$ cat config.mk
export PLATFORM = sky130hd
export DESIGN_NAME = mem_arbiter_flat
export DESIGN_NICKNAME = d
export VERILOG_FILES = /design/src/rtl/mem_arbiter_if.sv /design/src/rtl/mem_arbiter.sv /design/src/flat_wrapper.sv
export SDC_FILE = /design/constraint.sdc
export NUM_CORES = 1
export LEC_CHECK = 0
export ABC_AREA = 1
export BUFFER_PORTS_ARGS = -buffer_cell sky130_fd_sc_hd__buf_2
export CORE_MARGIN = 4
export CORE_UTILIZATION = 42
export DETAILED_ROUTE_END_ITERATION = 10
export PLACE_DENSITY = 0.78
export SKIP_LAST_GASP = 1
export SLEW_MARGIN = 15
export SYNTH_ARGS = -nofsm -noshare
export SYNTH_HDL_FRONTEND = slang
export SYNTH_SLANG_ARGS = --single-unit
$ cat constraint.sdc
create_clock -name CLK -period 1.35 [get_ports CLK]
set_clock_uncertainty 0.1 [all_clocks]
set_input_delay 0.27 -clock CLK [delete_from_list [all_inputs] [get_ports CLK]]
set_output_delay 0.27 -clock CLK [all_outputs]
set_load 0.005 [all_outputs]
$ cat src/rtl/mem_arbiter_if.sv
// Bundle of requester, backing-memory and response signals for mem_arbiter.
// The arbiter sits on the slave side; the surrounding system drives the master side.
interface mem_arbiter_if;
    logic        i_req;
    logic [31:0] i_addr;
    logic        d_req;
    logic        d_we;
    logic [31:0] d_addr;
    logic [31:0] d_wdata;
    logic        mem_ready;
    logic [31:0] mem_rdata;
    logic        mem_req;
    logic        mem_we;
    logic [31:0] mem_addr;
    logic [31:0] mem_wdata;
    logic        resp_valid;
    logic        resp_owner;
    logic [2:0]  resp_idx;
    logic [31:0] resp_data;
    logic        i_done;
    logic        d_done;
    logic        stall_if;
    logic        stall_mem;

    modport slave (
        input  i_req, i_addr, d_req, d_we, d_addr, d_wdata, mem_ready, mem_rdata,
        output mem_req, mem_we, mem_addr, mem_wdata,
        output resp_valid, resp_owner, resp_idx, resp_data,
        output i_done, d_done, stall_if, stall_mem
    );

    modport master (
        output i_req, i_addr, d_req, d_we, d_addr, d_wdata, mem_ready, mem_rdata,
        input  mem_req, mem_we, mem_addr, mem_wdata,
        input  resp_valid, resp_owner, resp_idx, resp_data,
        input  i_done, d_done, stall_if, stall_mem
    );
endinterface

$ cat src/rtl/mem_arbiter.sv
// Shares one backing memory between an instruction-line fill port and a
// single-word data port; data side wins ties, every transaction ends in a one-cycle DONE.
//
// state  | meaning
// IDLE   | sample requests, grant data side first
// I_FILL | instruction line burst, one word per mem_ready
// D_RD   | single data load
// D_WR   | single data store
// DONE   | completion pulse, forced return to IDLE
module mem_arbiter #(
    parameter int WORDS_PER_LINE = 4
) (
    input logic         CLK,
    input logic         RST_N,
    mem_arbiter_if.slave bus
);
    localparam logic [2:0]  LAST_BEAT = 3'(WORDS_PER_LINE - 1);
    localparam logic [29:0] LINE_MASK = ~30'(WORDS_PER_LINE - 1);

    typedef enum logic [2:0] {IDLE, I_FILL, D_RD, D_WR, DONE} state_t;

    state_t      state_q, state_d;
    logic [2:0]  beat_q, beat_d;
    logic [29:0] base_q, base_d;
    logic        mem_req_q, mem_req_d;
    logic        mem_we_q, mem_we_d;
    logic [31:0] mem_addr_q, mem_addr_d;
    logic [31:0] mem_wdata_q, mem_wdata_d;
    logic        i_done_q, i_done_d;
    logic        d_done_q, d_done_d;
    logic [2:0]  beat_nxt;
    logic [29:0] i_line;
    logic        unused_addr_lsb;

    assign unused_addr_lsb = ^{bus.i_addr[1:0], bus.d_addr[1:0]};
    assign beat_nxt        = beat_q + 3'd1;
    assign i_line          = bus.i_addr[31:2] & LINE_MASK;

    always_ff @(posedge CLK) begin
        if (!RST_N) begin
            state_q     <= IDLE;
            beat_q      <= '0;
            base_q      <= '0;
            mem_req_q   <= 1'b0;
            mem_we_q    <= 1'b0;
            mem_addr_q  <= '0;
            mem_wdata_q <= '0;
            i_done_q    <= 1'b0;
            d_done_q    <= 1'b0;
        end else begin
            state_q     <= state_d;
            beat_q      <= beat_d;
            base_q      <= base_d;
            mem_req_q   <= mem_req_d;
            mem_we_q    <= mem_we_d;
            mem_addr_q  <= mem_addr_d;
            mem_wdata_q <= mem_wdata_d;
            i_done_q    <= i_done_d;
            d_done_q    <= d_done_d;
        end
    end

    always_comb begin
        state_d     = state_q;
        beat_d      = beat_q;
        base_d      = base_q;
        mem_req_d   = mem_req_q;
        mem_we_d    = mem_we_q;
        mem_addr_d  = mem_addr_q;
        mem_wdata_d = mem_wdata_q;
        i_done_d    = 1'b0;
        d_done_d    = 1'b0;
        case (state_q)
            IDLE: begin
                if (bus.d_req) begin
                    base_d      = bus.d_addr[31:2];
                    beat_d      = '0;
                    mem_req_d   = 1'b1;
                    mem_we_d    = bus.d_we;
                    mem_addr_d  = {bus.d_addr[31:2], 2'b00};
                    mem_wdata_d = bus.d_wdata;
                    state_d     = bus.d_we ? D_WR : D_RD;
                end else if (bus.i_req) begin
                    base_d     = i_line;
                    beat_d     = '0;
                    mem_req_d  = 1'b1;
                    mem_we_d   = 1'b0;
                    mem_addr_d = {i_line, 2'b00};
                    state_d    = I_FILL;
                end
            end
            I_FILL: begin
                if (bus.mem_ready) begin
                    if (beat_q == LAST_BEAT) begin
                        beat_d    = '0;
                        mem_req_d = 1'b0;
                        i_done_d  = 1'b1;
                        state_d   = DONE;
                    end else begin
                        beat_d     = beat_nxt;
                        mem_addr_d = {base_q | {27'd0, beat_nxt}, 2'b00};
                    end
                end
            end
            D_RD, D_WR: begin
                if (bus.mem_ready) begin
                    mem_req_d = 1'b0;
                    mem_we_d  = 1'b0;
                    d_done_d  = 1'b1;
                    state_d   = DONE;
                end
            end
            DONE:    state_d = IDLE;
            default: state_d = IDLE;
        endcase
    end

    // Read responses are a same-cycle pass-through of the memory word.
    always_comb begin
        bus.resp_valid = 1'b0;
        bus.resp_owner = 1'b0;
        bus.resp_idx   = '0;
        bus.resp_data  = '0;
        if (RST_N && bus.mem_ready) begin
            if (state_q == I_FILL) begin
                bus.resp_valid = 1'b1;
                bus.resp_idx   = beat_q;
                bus.resp_data  = bus.mem_rdata;
            end else if (state_q == D_RD) begin
                bus.resp_valid = 1'b1;
                bus.resp_owner = 1'b1;
                bus.resp_data  = bus.mem_rdata;
            end
        end
    end

    assign bus.mem_req   = mem_req_q;
    assign bus.mem_we    = mem_we_q;
    assign bus.mem_addr  = mem_addr_q;
    assign bus.mem_wdata = mem_wdata_q;
    assign bus.i_done    = i_done_q;
    assign bus.d_done    = d_done_q;
    assign bus.stall_mem = RST_N & bus.d_req & ~d_done_q;
    assign bus.stall_if  = RST_N & ((bus.i_req & ~i_done_q) | (bus.d_req & ~d_done_q));
endmodule

$ cat src/flat_wrapper.sv
// flat-port wrapper written by rule: the top's interface ports become plain ports
module mem_arbiter_flat 
#(
    parameter int WORDS_PER_LINE = 4
)
  (CLK, RST_N, bus_i_req, bus_i_addr, bus_d_req, bus_d_we, bus_d_addr, bus_d_wdata, bus_mem_ready, bus_mem_rdata, bus_mem_req, bus_mem_we, bus_mem_addr, bus_mem_wdata, bus_resp_valid, bus_resp_owner, bus_resp_idx, bus_resp_data, bus_i_done, bus_d_done, bus_stall_if, bus_stall_mem);
  mem_arbiter_if bus_i ();
  input logic CLK;
  input logic RST_N;
  input wire logic [$bits(bus_i.i_req)-1:0] bus_i_req;
  input wire logic [$bits(bus_i.i_addr)-1:0] bus_i_addr;
  input wire logic [$bits(bus_i.d_req)-1:0] bus_d_req;
  input wire logic [$bits(bus_i.d_we)-1:0] bus_d_we;
  input wire logic [$bits(bus_i.d_addr)-1:0] bus_d_addr;
  input wire logic [$bits(bus_i.d_wdata)-1:0] bus_d_wdata;
  input wire logic [$bits(bus_i.mem_ready)-1:0] bus_mem_ready;
  input wire logic [$bits(bus_i.mem_rdata)-1:0] bus_mem_rdata;
  output wire logic [$bits(bus_i.mem_req)-1:0] bus_mem_req;
  output wire logic [$bits(bus_i.mem_we)-1:0] bus_mem_we;
  output wire logic [$bits(bus_i.mem_addr)-1:0] bus_mem_addr;
  output wire logic [$bits(bus_i.mem_wdata)-1:0] bus_mem_wdata;
  output wire logic [$bits(bus_i.resp_valid)-1:0] bus_resp_valid;
  output wire logic [$bits(bus_i.resp_owner)-1:0] bus_resp_owner;
  output wire logic [$bits(bus_i.resp_idx)-1:0] bus_resp_idx;
  output wire logic [$bits(bus_i.resp_data)-1:0] bus_resp_data;
  output wire logic [$bits(bus_i.i_done)-1:0] bus_i_done;
  output wire logic [$bits(bus_i.d_done)-1:0] bus_d_done;
  output wire logic [$bits(bus_i.stall_if)-1:0] bus_stall_if;
  output wire logic [$bits(bus_i.stall_mem)-1:0] bus_stall_mem;
  assign bus_i.i_req = bus_i_req;
  assign bus_i.i_addr = bus_i_addr;
  assign bus_i.d_req = bus_d_req;
  assign bus_i.d_we = bus_d_we;
  assign bus_i.d_addr = bus_d_addr;
  assign bus_i.d_wdata = bus_d_wdata;
  assign bus_i.mem_ready = bus_mem_ready;
  assign bus_i.mem_rdata = bus_mem_rdata;
  assign bus_mem_req = bus_i.mem_req;
  assign bus_mem_we = bus_i.mem_we;
  assign bus_mem_addr = bus_i.mem_addr;
  assign bus_mem_wdata = bus_i.mem_wdata;
  assign bus_resp_valid = bus_i.resp_valid;
  assign bus_resp_owner = bus_i.resp_owner;
  assign bus_resp_idx = bus_i.resp_idx;
  assign bus_resp_data = bus_i.resp_data;
  assign bus_i_done = bus_i.i_done;
  assign bus_d_done = bus_i.d_done;
  assign bus_stall_if = bus_i.stall_if;
  assign bus_stall_mem = bus_i.stall_mem;
  mem_arbiter #(.WORDS_PER_LINE(WORDS_PER_LINE)) u_core (.CLK(CLK), .RST_N(RST_N), .bus(bus_i));
endmodule
# Yosys cells after proc, flatten, opt, wreduce, memory -nomap -nowiden
# Cells that the tools add are included.
[op_classes] mux=40 n_eq_ne=9 reduce_logical=16 add_sub_neg=1 bitwise=9
[op_table] op="$mux 32" count=7
[op_table] op="$pmux 32 s2" count=1
[op_table] op="$mux 30" count=2
[op_table] op="$mux 3" count=11
[op_table] op="$or 30x3->30" count=1
[op_table] op="$mux 1" count=15
[op_table] op="$eq 3x2->1 const B" count=3
[op_table] op="$pmux 3 s3" count=1
[op_table] op="$reduce_and 3->1" count=3
[op_table] op="$reduce_and 4->1" count=2
[op_table] op="$ne 2x2->1 const B" count=3
[op_table] op="$pmux 3 s2" count=1
[op_table] op="$reduce_and 2->1" count=3
[op_table] op="$reduce_bool 2->1" count=3
[op_table] op="$and 1x1->1" count=5
[op_table] op="$reduce_and 5->1" count=1
[op_table] op="$add 3x1->3 const B" count=1
[op_table] op="$eq 3x1->1 const B" count=1
[op_table] op="$logic_not 3->1" count=1
[op_table] op="$ne 3x3->1 const B" count=1
[op_table] op="$pmux 1 s3" count=1
[op_table] op="$reduce_bool 3->1" count=1
[op_table] op="$ne 2x1->1 const B" count=1
[op_table] op="$not 1->1" count=2
[op_table] op="4 further kinds" count=4
[word_totals] regBits=104 wordCells=84 in_bits=134 out_inout_bits=107

# Logic depth before layout (Yosys ltp)
# Gate-level depths: netlist of the first run.
[logic_depth] word_depth=5 ltp_mapped=9 depth_no_buf=9

# Least setup slack after synthesis of the first run
# Ideal clock, no wire load.
[synth_path] kind="register to output" startpoint="register u_core.state_q[2]" endpoint="output port bus_resp_data[22]" path_stages_with_launch=7 path_buffers=1 t_arrival_ns=1.124 setup_slack_ns=-0.144 t_required_ns=0.980 cell_sequence="dfxtp_1 -> nor2_4 -> nand2_4 -> inv_4 -> o21ai_2 -> buf_2 -> nor2_1"
[synth_between] elab_chain_len=4 elab_cells_between_ends=5 classes_between="eq/ne (2); mux (3)"
[synth_lines] element="start: declaration" line_no="mem_arbiter.sv:22" source="state_t state_q, state_d;"
[synth_lines] element="start signal: assignment" line_no="mem_arbiter.sv:51" source="state_q <= state_d;"
[synth_lines] element="$eq 3x2->1" line_no="mem_arbiter.sv:129" source="end else if (state_q == D_RD) begin"
[synth_lines] element="$mux 32" line_no="mem_arbiter.sv:129"
[synth_lines] element="$mux 32 (*)" line_no="mem_arbiter.sv:125" source="if (state_q == I_FILL) begin"
[synth_lines] element="$mux 32 (*)" line_no="mem_arbiter.sv:124" source="if (RST_N && bus.mem_ready) begin"
[synth_lines] element="end: declaration" line_no="flat_wrapper.sv:25" source="output wire logic [$bits(bus_i.resp_data)-1:0] bus_resp_data;"
# Mark *: on every way between the ends. The rest lies on a longest branch, timed or not.

# Worst setup path in the final report of the first run
[layout_path] startpoint="register u_core.state_q[0]" endpoint="output port bus_resp_data[6]"
# Same word-level chain as after synthesis.

==> results_dict.tcl, run 1 <==
set metrics [dict create \
    status "complete, but fails checks" \
    violations "setup timing" \
    post-route-util_pct 69.7 \
    grt.total_usage_pct 23.8 \
    stdcell_count 1164 \
    peakVddDrop_uv 840 \
    crit_path_frequent_cell "buf_12" \
    powerDensity_nw_per_um2 1510 \
    die_w_microns 117 \
    final_nets 1154 \
    postCtsHoldBufs 0 \
    cts.clk_slew.worst_paths_ps 70 \
    vias 5863 \
    crit_chain "nor3_4, o21ai_4, buf_12, buf_12, nor2_2, buf_2" \
    cts.sinks 102 \
    hpwl_microns 11400 \
    num_rows 39 \
    ant_nets 0 \
    cp_slowest_stage_delay_ps 380 \
    first_pass_iters 4 \
    synth_top_area_share_pct 41.0 \
    clk_latency_ps 340 \
    synth.distinct_cells 28 \
    cp-end-kind "output pin" \
    fin_ws_ps -522 \
    cts_tree "built" \
    place_congestion 0.827 \
    core_area_sq_um 11500 \
    seq_area_frac_synth_pct 41.0 \
    final_common_cell "buf_2" \
    die_area_sq_um 13700 \
    min_period_over_period_pct 139 \
    finalPower_mw 12.1 \
    grt_max_degree 35 \
    critical-path-top-delay-family "buffers and inverters" \
    power.leakage_nw 4.05 \
    layout_common_cells "buf_2, nand2_1, dfxtp_1, a21oi_1, inv_1" \
    port_buffers 232 \
    wl_per_cell_microns 15.2 \
    htree_levels 3 \
    grt_pass1_vias 5369 \
    antenna_found_initial 0 \
    slowest_stage "dfxtp_4" \
    critical_path_buf_inv_count 3 \
    cp.arrival_ps 1500 \
    synth.cell_area_sq_um 4980 \
    cts_buffers 9 \
    diodes 0 \
    fin_tns_setup_ps -51480 \
    path_class "register to output pin" \
    slew_viol_final 0 \
    worstPathRequired_ps 980 \
    initial_core_util_pct 43.3 \
    synthesis.area_per_instance_sq_um 6.88 \
    cap_violations 0 \
    dr.first_iter.drc_count 285 \
    setup_violations 139 \
    hp-class "input pin to register" \
    synth_seq_cells 102 \
    clockBufferDepth 2 \
    synthCells 724 \
    dp.cells 1116 \
    area_growth_pct 61.2 \
    yosys_warnings 0 \
    viasPerCell 5.04 \
    path_max_fanout 11 \
    finalCriticalPeriod_ps 1870 \
    drive_gt1_share_pct 46.3 \
    whs_ps 88.7 \
    hold_violations 0 \
    drt-total-wl_microns 17700 \
    synthTopCellsByArea "dfxtp_1, nand2_1, a21oi_1, nand3_1, inv_1" \
    cts_root_buffer "clkbuf_16" \
    die-height_microns 117 \
    cp-start-kind "register" \
    synth_area_leader_cell "dfxtp_1" \
    grt_pass1_wl_microns 25900 \
    boundaryPins 241 \
    grt_remaining_overflow 0 \
    drcViolationCount 0 \
    fmax_mhz 534 \
    rsz0062_at_grt "yes" \
]
## final cells by class
type	count	area, sq um
fill	905	3490
multi-input combinational	490	2750
tap	143	179
clock buffer	12	256
clock inverter	3	43.8
inverter	79	299
sequential	102	2050
timing repair buffer	335	2450
## through the flow
stage | instance area, sq um | setup slack [ps]
final | 8030 | -522
after floorplan | 5170 | -63.7
after detailed placement | 6830 | -238
after global placement | 6830 | -207
after global routing | 8030 | -588
after CTS | 7720 | -527
## flip-flops by register name (all words and copies together) (netlist names)
| register | cells |
|---|---|
| u_core.bus.i_done | 1 |
| u_core.state_q | 3 |
| u_core.base_q | 30 |
| u_core.bus.mem_addr | 30 |
| u_core.bus.d_done | 1 |
| u_core.bus.mem_req | 1 |
| u_core.bus.mem_we | 1 |
| u_core.bus.mem_wdata | 32 |
| u_core.beat_q | 3 |
## per-layer routing
metal,share of wire (%),up-vias,global-route usage [%]
met3,7.0,28,2.88
met5,0,-,0
li1,-,2897,-
met4,2.0,0,8.94
met2,52,247,43.3
met1,39,2691,28.8
## timing repair
| item | 4_1_cts | 5_1_grt |
|---|---|---|
| gates cloned | 8 | 3 |
| endpoints found under the setup margin | 139 | 139 |
| resized for setup | 52 | 62 |
| pin swaps | 20 | 20 |
| buffers inserted | 19 | 7 |
## synthesized netlist by cell type
cell,instances
a21oi_2,9
o21ai_0,25
nor3_1,5
nand2_4,3
inv_4,1
inv_1,74
conb_1,1
buf_12,1
nor2_1,48
buf_2,26
nand2_2,2
inv_2,4
o21ai_2,2
clkbuf_1,13
ha_1,3
nand2_1,189
buf_6,4
a21o_1,1
nor4_1,1
or2_0,1
nand3_2,12
dfxtp_1,102
buf_4,11
o21ai_1,38
a21oi_1,88
nand3_1,56
nor2_4,3
o22ai_1,1
## worst register-to-register path, cell delays in order, from the launching register on
cell	delay [ps]
dfxtp_4	380
nor2_4	50
buf_4	150
buf_6	140
nand3_4	70
nand2_4	60
nor2_4	200
buf_6	130
buf_6	80
buf_6	90
buf_6	130
nand3_2	70
a21oi_2	150
## where the power goes
part | switching (mW) | internal, mW | total, mW | leakage [nW]
clock network | 1.15 | 1.53 | 2.68 | 0.149
registers | 0.291 | 3.58 | 3.87 | 0.842
logic | 2.72 | 2.85 | 5.57 | 3.06
total | 4.16 | 7.96 | 12.1 | 4.05
## logic make-up (layout without fill, tap and decap cells)
family | Yosys count | after routing | share of synthesized area, %
buffers and inverters | 134 | 429 | 12.6
AND/OR/NAND/NOR | 320 | 321 | 28.3
AO/OA/AOI/OAI | 164 | 164 | 17.4
adder cells (fa/ha/maj) | 3 | 3 | 0.753
flip-flops | 102 | 102 | 41.0
other | 1 | 2 | 0.0753
## worst paths after layout
check                                                    start                                    to  slack, ps  cells past startpoint
worst min register to register  u_core.base_q[14]$_SDFFE_PN0P_        u_core.base_q[14]$_SDFFE_PN0P_        350                      2
worst max-delay path            u_core.state_q[0]$_SDFFE_PN0P_                      bus_resp_data[6]       -520                      6
worst min-delay path                            bus_d_wdata[9]  u_core.bus.mem_wdata[9]$_SDFFE_PN0P_         90                      3
worst max register to register  u_core.state_q[2]$_SDFFE_PN0P_  u_core.bus.mem_addr[30]$_SDFFE_PN0P_       -510                     12
(Power assumes the default switching activity.)
==> run 2: changes to the inputs <==
--- a/config.mk
+++ b/config.mk
@@ -5,12 +5,12 @@
 export SDC_FILE = /design/constraint.sdc
 export NUM_CORES = 1
 export LEC_CHECK = 0
-export ABC_AREA = 1
 export BUFFER_PORTS_ARGS = -buffer_cell sky130_fd_sc_hd__buf_2
 export CORE_MARGIN = 4
-export CORE_UTILIZATION = 42
+export CORE_UTILIZATION = 43
+export CTS_BUF_LIST = sky130_fd_sc_hd__clkbuf_4 sky130_fd_sc_hd__clkbuf_8
 export DETAILED_ROUTE_END_ITERATION = 10
-export PLACE_DENSITY = 0.78
+export PLACE_DENSITY = 0.8
 export SKIP_LAST_GASP = 1
 export SLEW_MARGIN = 15
 export SYNTH_ARGS = -nofsm -noshare
==> run 2 against run 1 <==
Net effect:
- the run still ends with setup timing left
- core utilization grew 7.0 points
- sequential power shrank 7.2%
- combinational power shrank 42%
- clock power shrank 31%
- hold slack lost 62 ps
- global-route usage grew 0.44 points
- synthesized cell count shrank 23%
- sequential share of layout area is essentially flat
- maximum frequency shrank 10%
- non-clock buffer count shrank 18
- critical path type unchanged
==> results_dict.tcl, run 2 <==
set metrics [dict create \
    synth_seq_cells 102 \
    grt.busiest_layer "met2" \
    worstPathRequired_ps 980 \
    path_max_fanout 17 \
    seqPwrFrac_pct 41.3 \
    seq_area_frac_synth_pct 43.5 \
    cts.clk_slew.worst_paths_ps 100 \
    die-height_microns 113 \
    layout_common_cells "buf_2, dfxtp_1, nand2_1, buf_6" \
    area_growth_pct 70.9 \
    initial_core_util_pct 44.9 \
    postCtsHoldBufs 0 \
    drcViolationCount 0 \
    synth_common_cells "nand2_1, dfxtp_1, and2_1" \
    min_period_over_period_pct 155 \
    crit_chain "buf_6, xnor2_2, nor3_2, buf_6, buf_12, and2_1, buf_2" \
    peakVddDrop_uv 712 \
    p_comb_share_pct 37.3 \
    largest_reg_flops 32 \
    synth_ff_type "dfxtp_1" \
    num_rows 37 \
    core_area_sq_um 10500 \
    cts_buffers 9 \
    grt_remaining_overflow 0 \
    finalCriticalPeriod_ps 2090 \
    dr.first_iter.drc_count 371 \
    post-route-util_pct 76.7 \
    hp-class "input pin to register" \
    timing.slew.headroom_pct 61.8 \
    fillers 670 \
    grt_max_degree 96 \
    met3_usage_pct 4.20 \
    viasPerCell 5.43 \
    die_w_microns 113 \
    diodes 0 \
    cts.sinks 102 \
    cp-end-kind "output pin" \
    p_sw_mw 2.90 \
    htree_levels 3 \
    violations "setup timing" \
    intPower_mw 5.80 \
    cp_slowest_stage_delay_ps 370 \
    drt-total-wl_microns 18500 \
    status "complete, but fails checks" \
    synthTopCellsByArea "dfxtp_1, nand2_1, o211a_1, mux2i_1, a21boi_0" \
    path_class "register to output pin" \
    antenna_found_initial 0 \
    async_flop_share_pct 0 \
    synthesis.area_per_instance_sq_um 8.42 \
    cp-start-kind "register" \
    ant_nets 0 \
    whs_ps 26.8 \
    powerDensity_nw_per_um2 1080 \
    fin_ws_ps -741 \
    synth_area_leader_cell "dfxtp_1" \
    drive_gt1_share_pct 56.6 \
    fmax_mhz 478 \
    yosysMostFrequentCell "nand2_1" \
    clockBufferDepth 2 \
    setup_violations 139 \
    final_nets 971 \
    cp.arrival_ps 1720 \
    grt_pass1_wl_microns 25300 \
    use_met1_pct 29.5 \
    clk_latency_ps 370 \
    crit_path_frequent_cell "buf_6" \
    slew_viol_final 0 \
    first_pass_iters 5 \
    synth.distinct_cells 40 \
    tightest_slew_ps 573 \
    place_congestion 0.837 \
    cts_root_buffer "clkbuf_8" \
    cts_tree "built" \
    grt.total_usage_pct 24.3 \
    power_frac_clock_pct 21.4 \
    switching_share_pct 33.3 \
    synthCells 558 \
    rsz0062_at_grt "yes" \
    hpwl_microns 9880 \
    use_met2_pct 42.4 \
    slowest_stage "dfxtp_4" \
    die_area_sq_um 12700 \
    boundaryPins 241 \
    finalPower_mw 8.69 \
    synth.cell_area_sq_um 4700 \
    synth_top_area_share_pct 43.5 \
    hold_violations 0 \
    power.leakage_nw 4.06 \
    vias 5292 \
    cap_violations 0 \
    port_buffers 232 \
    wl_per_cell_microns 19.0 \
    yosys_warnings 0 \
    final_common_cell "buf_2" \
    dp_slack_ps -602 \
    grt_pass1_vias 5114 \
    synth-edff-count 0 \
]
==> run 2: cell count changes after synthesis, sizes merged, moves of 6 or more <==
| cell | previous run | this run |
|---|---|---|
| nand3 | 68 | 29 |
| o21ai | 65 | 34 |
| a21oi | 97 | 4 |
| nor2 | 51 | 9 |
| buf | 42 | 19 |
| and2 | 0 | 36 |
| nand2 | 194 | 127 |
| clkbuf | 13 | 34 |
| mux2i | 0 | 28 |
| o211a | 0 | 29 |
| a21boi | 0 | 38 |
| o211ai | 0 | 27 |
| inv | 79 | 5 |
| nor2b | 0 | 6 |
==> run 2: what timing repair did <==
item | in CTS | in global routing
cloned | 17 | 4
pin swaps | 22 | 67
buffers inserted | 30 | 14
hold endpoints to repair | 0 | 0
gates resized for setup | 101 | 193
setup endpoints to repair | 139 | 141
==> run 2: worst paths after layout <==
check	from	slack (ps)	end	cells after the start
max	u_core.state_q[0]$_SDFFE_PN0P_	-740	bus_resp_data[14]	7
min	bus_d_wdata[26]	30	u_core.bus.mem_wdata[26]$_SDFFE_PN0P_	3
max reg2reg	u_core.state_q[0]$_SDFFE_PN0P_	-700	u_core.bus.mem_addr[4]$_SDFFE_PN0P_	7
min reg2reg	u_core.bus.mem_wdata[24]$_SDFFE_PN0P_	360	u_core.bus.mem_wdata[24]$_SDFFE_PN0P_	2
==> run 2: power groups by stage <==
stage               combinational, mW  clock [mW]  sequential, mW
floorplan                        1.07           0            3.61
global placement                 1.73           0            3.61
detailed placement               1.80           0            3.62
CTS                              2.80        1.86            3.56
global route                     3.44        2.02            3.63
finish                           3.24        1.86            3.59
==> run 2: cell families (layout without fill, tap and decap cells) <==
logic type	count (synthesis)	after routing	share of synthesized area (%)
AO/OA/AOI/OAI	139	139	21.7
XOR/XNOR	1	1	0.187
adder cells (fa/ha/maj)	3	3	0.799
buffers and inverters	58	337	5.27
flip-flops	102	102	43.5
multiplexers	28	28	5.97
other	1	2	0.0798
AND/OR/NAND/NOR	226	226	22.5
==> run 2: cell type report <==
type                       instances  area (sq um)  share of cell area (%)
inverter                           5          18.8                   0.234
sequential                       102          2050                    25.6
clock buffer                       9           124                    1.54
multi-input combinational        399          3080                    38.4
clock inverter                     6          56.3                   0.701
tap                              136           170                    2.12
timing repair buffer             317          2520                    31.4
==> run 2: per-stage QoR <==
stage	TNS, ps	instances	area [sq um]
after floorplan	-30690	559	4850
after global placement	-43450	907	6210
after detailed placement	-48300	907	6210
after CTS	-65100	969	7430
after global routing	-82480	974	8030
final	-76030	974	8030
==> run 2: worst max-delay path: cells and delay by family, from the launching register on <==
kind | cells | cell delay, ps
buf+inv | 4 | 570
flops | 1 | 370
simple gates | 2 | 280
xor+xnor | 1 | 140
==> run 2: per-layer routing <==
| metal | up-vias | wire [microns] |
|---|---|---|
| met1 | 2494 | 6820 |
| met4 | 0 | 601 |
| li1 | 2477 | - |
| met2 | 268 | 9810 |
| met5 | - | 0 |
| met3 | 53 | 1280 |
==> run 3: changes to the inputs <==
--- a/config.mk
+++ b/config.mk
@@ -6,6 +6,7 @@
 export NUM_CORES = 1
 export LEC_CHECK = 0
 export BUFFER_PORTS_ARGS = -buffer_cell sky130_fd_sc_hd__buf_2
+export CORE_ASPECT_RATIO = 0.75
 export CORE_MARGIN = 4
 export CORE_UTILIZATION = 43
 export CTS_BUF_LIST = sky130_fd_sc_hd__clkbuf_4 sky130_fd_sc_hd__clkbuf_8
==> run 3 against run 2 <==
Net effect:
- the flow still finishes with violations (setup timing)
- combinational power decreased by 8.6%
- clock power up 17%
- maximum frequency shrank 1.5%
- non-clock buffer count decreased by 4
- design area shrank 4.2%
- critical path type is now register to register
- sequential share of layout area grew 1.1 points
- largest cell class unchanged
- critical endpoint is now u_core.bus.mem_addr[3]$_SDFFE_PN0P_
- routed wire length up 5.2%
==> results_dict.tcl, run 3 (synthesis results as in run 2) <==
set metrics [dict create \
    cp_slowest_stage_delay_ps 630 \
    clk_latency_ps 380 \
    crit_path_frequent_cell "ha_4" \
    finalPower_mw 8.74 \
    fin_ws_ps -772 \
    boundaryPins 241 \
    grt.total_usage_pct 25.6 \
    antenna_found_initial 0 \
    wl_per_cell_microns 20.0 \
    min_period_over_period_pct 157 \
    place_congestion 0.859 \
    grt_max_degree 64 \
    dr.first_iter.drc_count 398 \
    hpwl_microns 11200 \
    cts_buffers 9 \
    cts_root_buffer "clkbuf_8" \
    cap_violations 0 \
    p_sw_mw 2.79 \
    core_area_sq_um 10500 \
    drcViolationCount 0 \
    initial_core_util_pct 44.8 \
    slew_viol_final 0 \
    cp-start-kind "register" \
    die_w_microns 129 \
    drt-total-wl_microns 19500 \
    peakVddDrop_uv 666 \
    hold_violations 0 \
    rsz0062_at_grt "yes" \
    fin_tns_setup_ps -80390 \
    dp.cells 910 \
    slowest_stage "or4b_4" \
    finalCriticalPeriod_ps 2120 \
    clockBufferDepth 2 \
    crit_chain "ha_4, ha_4, nor4bb_4, or4b_4, buf_6, nand2b_1, o211a_1" \
    intPower_mw 5.96 \
    htree_levels 3 \
    cts_tree "built" \
    path_class "register to register" \
    worstPathRequired_ps 1570 \
    die-height_microns 98.5 \
    switching_share_pct 31.9 \
    powerDensity_nw_per_um2 1140 \
    layout_common_cells "buf_2, nand2_1, dfxtp_1, buf_4, buf_6" \
    setup_violations 139 \
    cts.sinks 102 \
    largest_reg_flops 32 \
    stdcell_count 973 \
    cp-end-kind "register" \
    drive_gt1_share_pct 53.0 \
    viasPerCell 5.58 \
    dp_slack_ps -633 \
    power.leakage_nw 3.91 \
    first_pass_iters 5 \
    port_buffers 232 \
    seqPwrFrac_pct 41.3 \
    cts.clk_slew.worst_paths_ps 100 \
    die_area_sq_um 12700 \
    hp-class "input pin to register" \
    final_common_cell "buf_2" \
    area_growth_pct 63.7 \
    timing.slew.headroom_pct 66.5 \
    final_nets 969 \
    fillers 754 \
    grt_pass1_wl_microns 25700 \
    ant_nets 0 \
    post-route-util_pct 73.3 \
    num_rows 32 \
    grt_pass1_vias 5039 \
    grt_remaining_overflow 0 \
    vias 5431 \
    power_frac_clock_pct 24.9 \
    fmax_mhz 471 \
    cp.arrival_ps 2350 \
    status "complete, but fails checks" \
    tightest_slew_ps 500 \
    p_comb_share_pct 33.8 \
    violations "setup timing" \
    path_max_fanout 6 \
]
run 3: power groups by stage:
stage               Combinational [mW]  Clock (mW)  Sequential [mW]
CTS                               2.50        2.19             3.56
global route                      3.12        2.32             3.64
detailed placement                1.84           0             3.63
finish                            2.96        2.18             3.61
floorplan                         1.07           0             3.61
global placement                  1.76           0             3.61
run 3: repair_timing:
action / 4_1_cts / 5_1_grt
setup endpoints to repair: 138 / 141
cloned: 16 / 2
hold buffers: 0 / 0
pin swaps: 6 / 59
gates resized for setup: 62 / 169
setup buffers: 20 / 15
run 3: metal layers:
| metal | up-vias | global-route usage, % | part of all wire, % |
|---|---|---|---|
| met1 | 2541 | 29.5 | 36 |
| met5 | - | 0 | 0 |
| met4 | 0 | 9.28 | 4.6 |
| met3 | 87 | 6.12 | 8.6 |
| li1 | 2479 | - | - |
| met2 | 324 | 45.9 | 50 |
run 3: path summary, 6_finish.rpt:
| check | slack, ps | endpoint | cells after the start | start |
|---|---|---|---|---|
| setup / recovery | -770 | u_core.bus.mem_addr[3]$_SDFFE_PN0P_ | 7 | u_core.beat_q[0]$_SDFFE_PN0P_ |
| hold / removal | 20 | u_core.bus.mem_wdata[31]$_SDFFE_PN0P_ | 3 | bus_d_wdata[31] |
| hold reg to reg | 350 | u_core.bus.mem_wdata[31]$_SDFFE_PN0P_ | 2 | u_core.bus.mem_wdata[31]$_SDFFE_PN0P_ |
| setup reg to reg | -770 | u_core.bus.mem_addr[3]$_SDFFE_PN0P_ | 7 | u_core.beat_q[0]$_SDFFE_PN0P_ |
run 3: critical path, delay by kind of cell (launching register included):
| kind | cells | cell delay (ps) |
|---|---|---|
| adder cells (fa/ha/maj) | 2 | 330 |
| AO/OA/AOI/OAI | 1 | 180 |
| flip-flops | 1 | 360 |
| AND/OR/NAND/NOR | 3 | 900 |
| buffers and inverters | 1 | 190 |
run 3: final cells by class:
| type | instances | area, sq um | area share (%) |
|---|---|---|---|
| tap | 136 | 170 | 2.21 |
| multi-input combinational | 401 | 3000 | 39.0 |
| timing repair buffer | 313 | 2230 | 29.0 |
| antenna | 1 | 2.50 | 0.0325 |
| clock inverter | 5 | 83.8 | 1.09 |
| inverter | 5 | 18.8 | 0.244 |
| clock buffer | 10 | 138 | 1.79 |
| sequential | 102 | 2050 | 26.7 |
run 3: through the flow:
step           hold slack [ps]  cell area, sq um
2_1_floorplan              315              4850
6_report                  18.9              7690
3_5_place_dp               350              6240
3_3_place_gp               345              6240
4_1_cts                   6.35              7060
5_1_grt                   4.28              7690
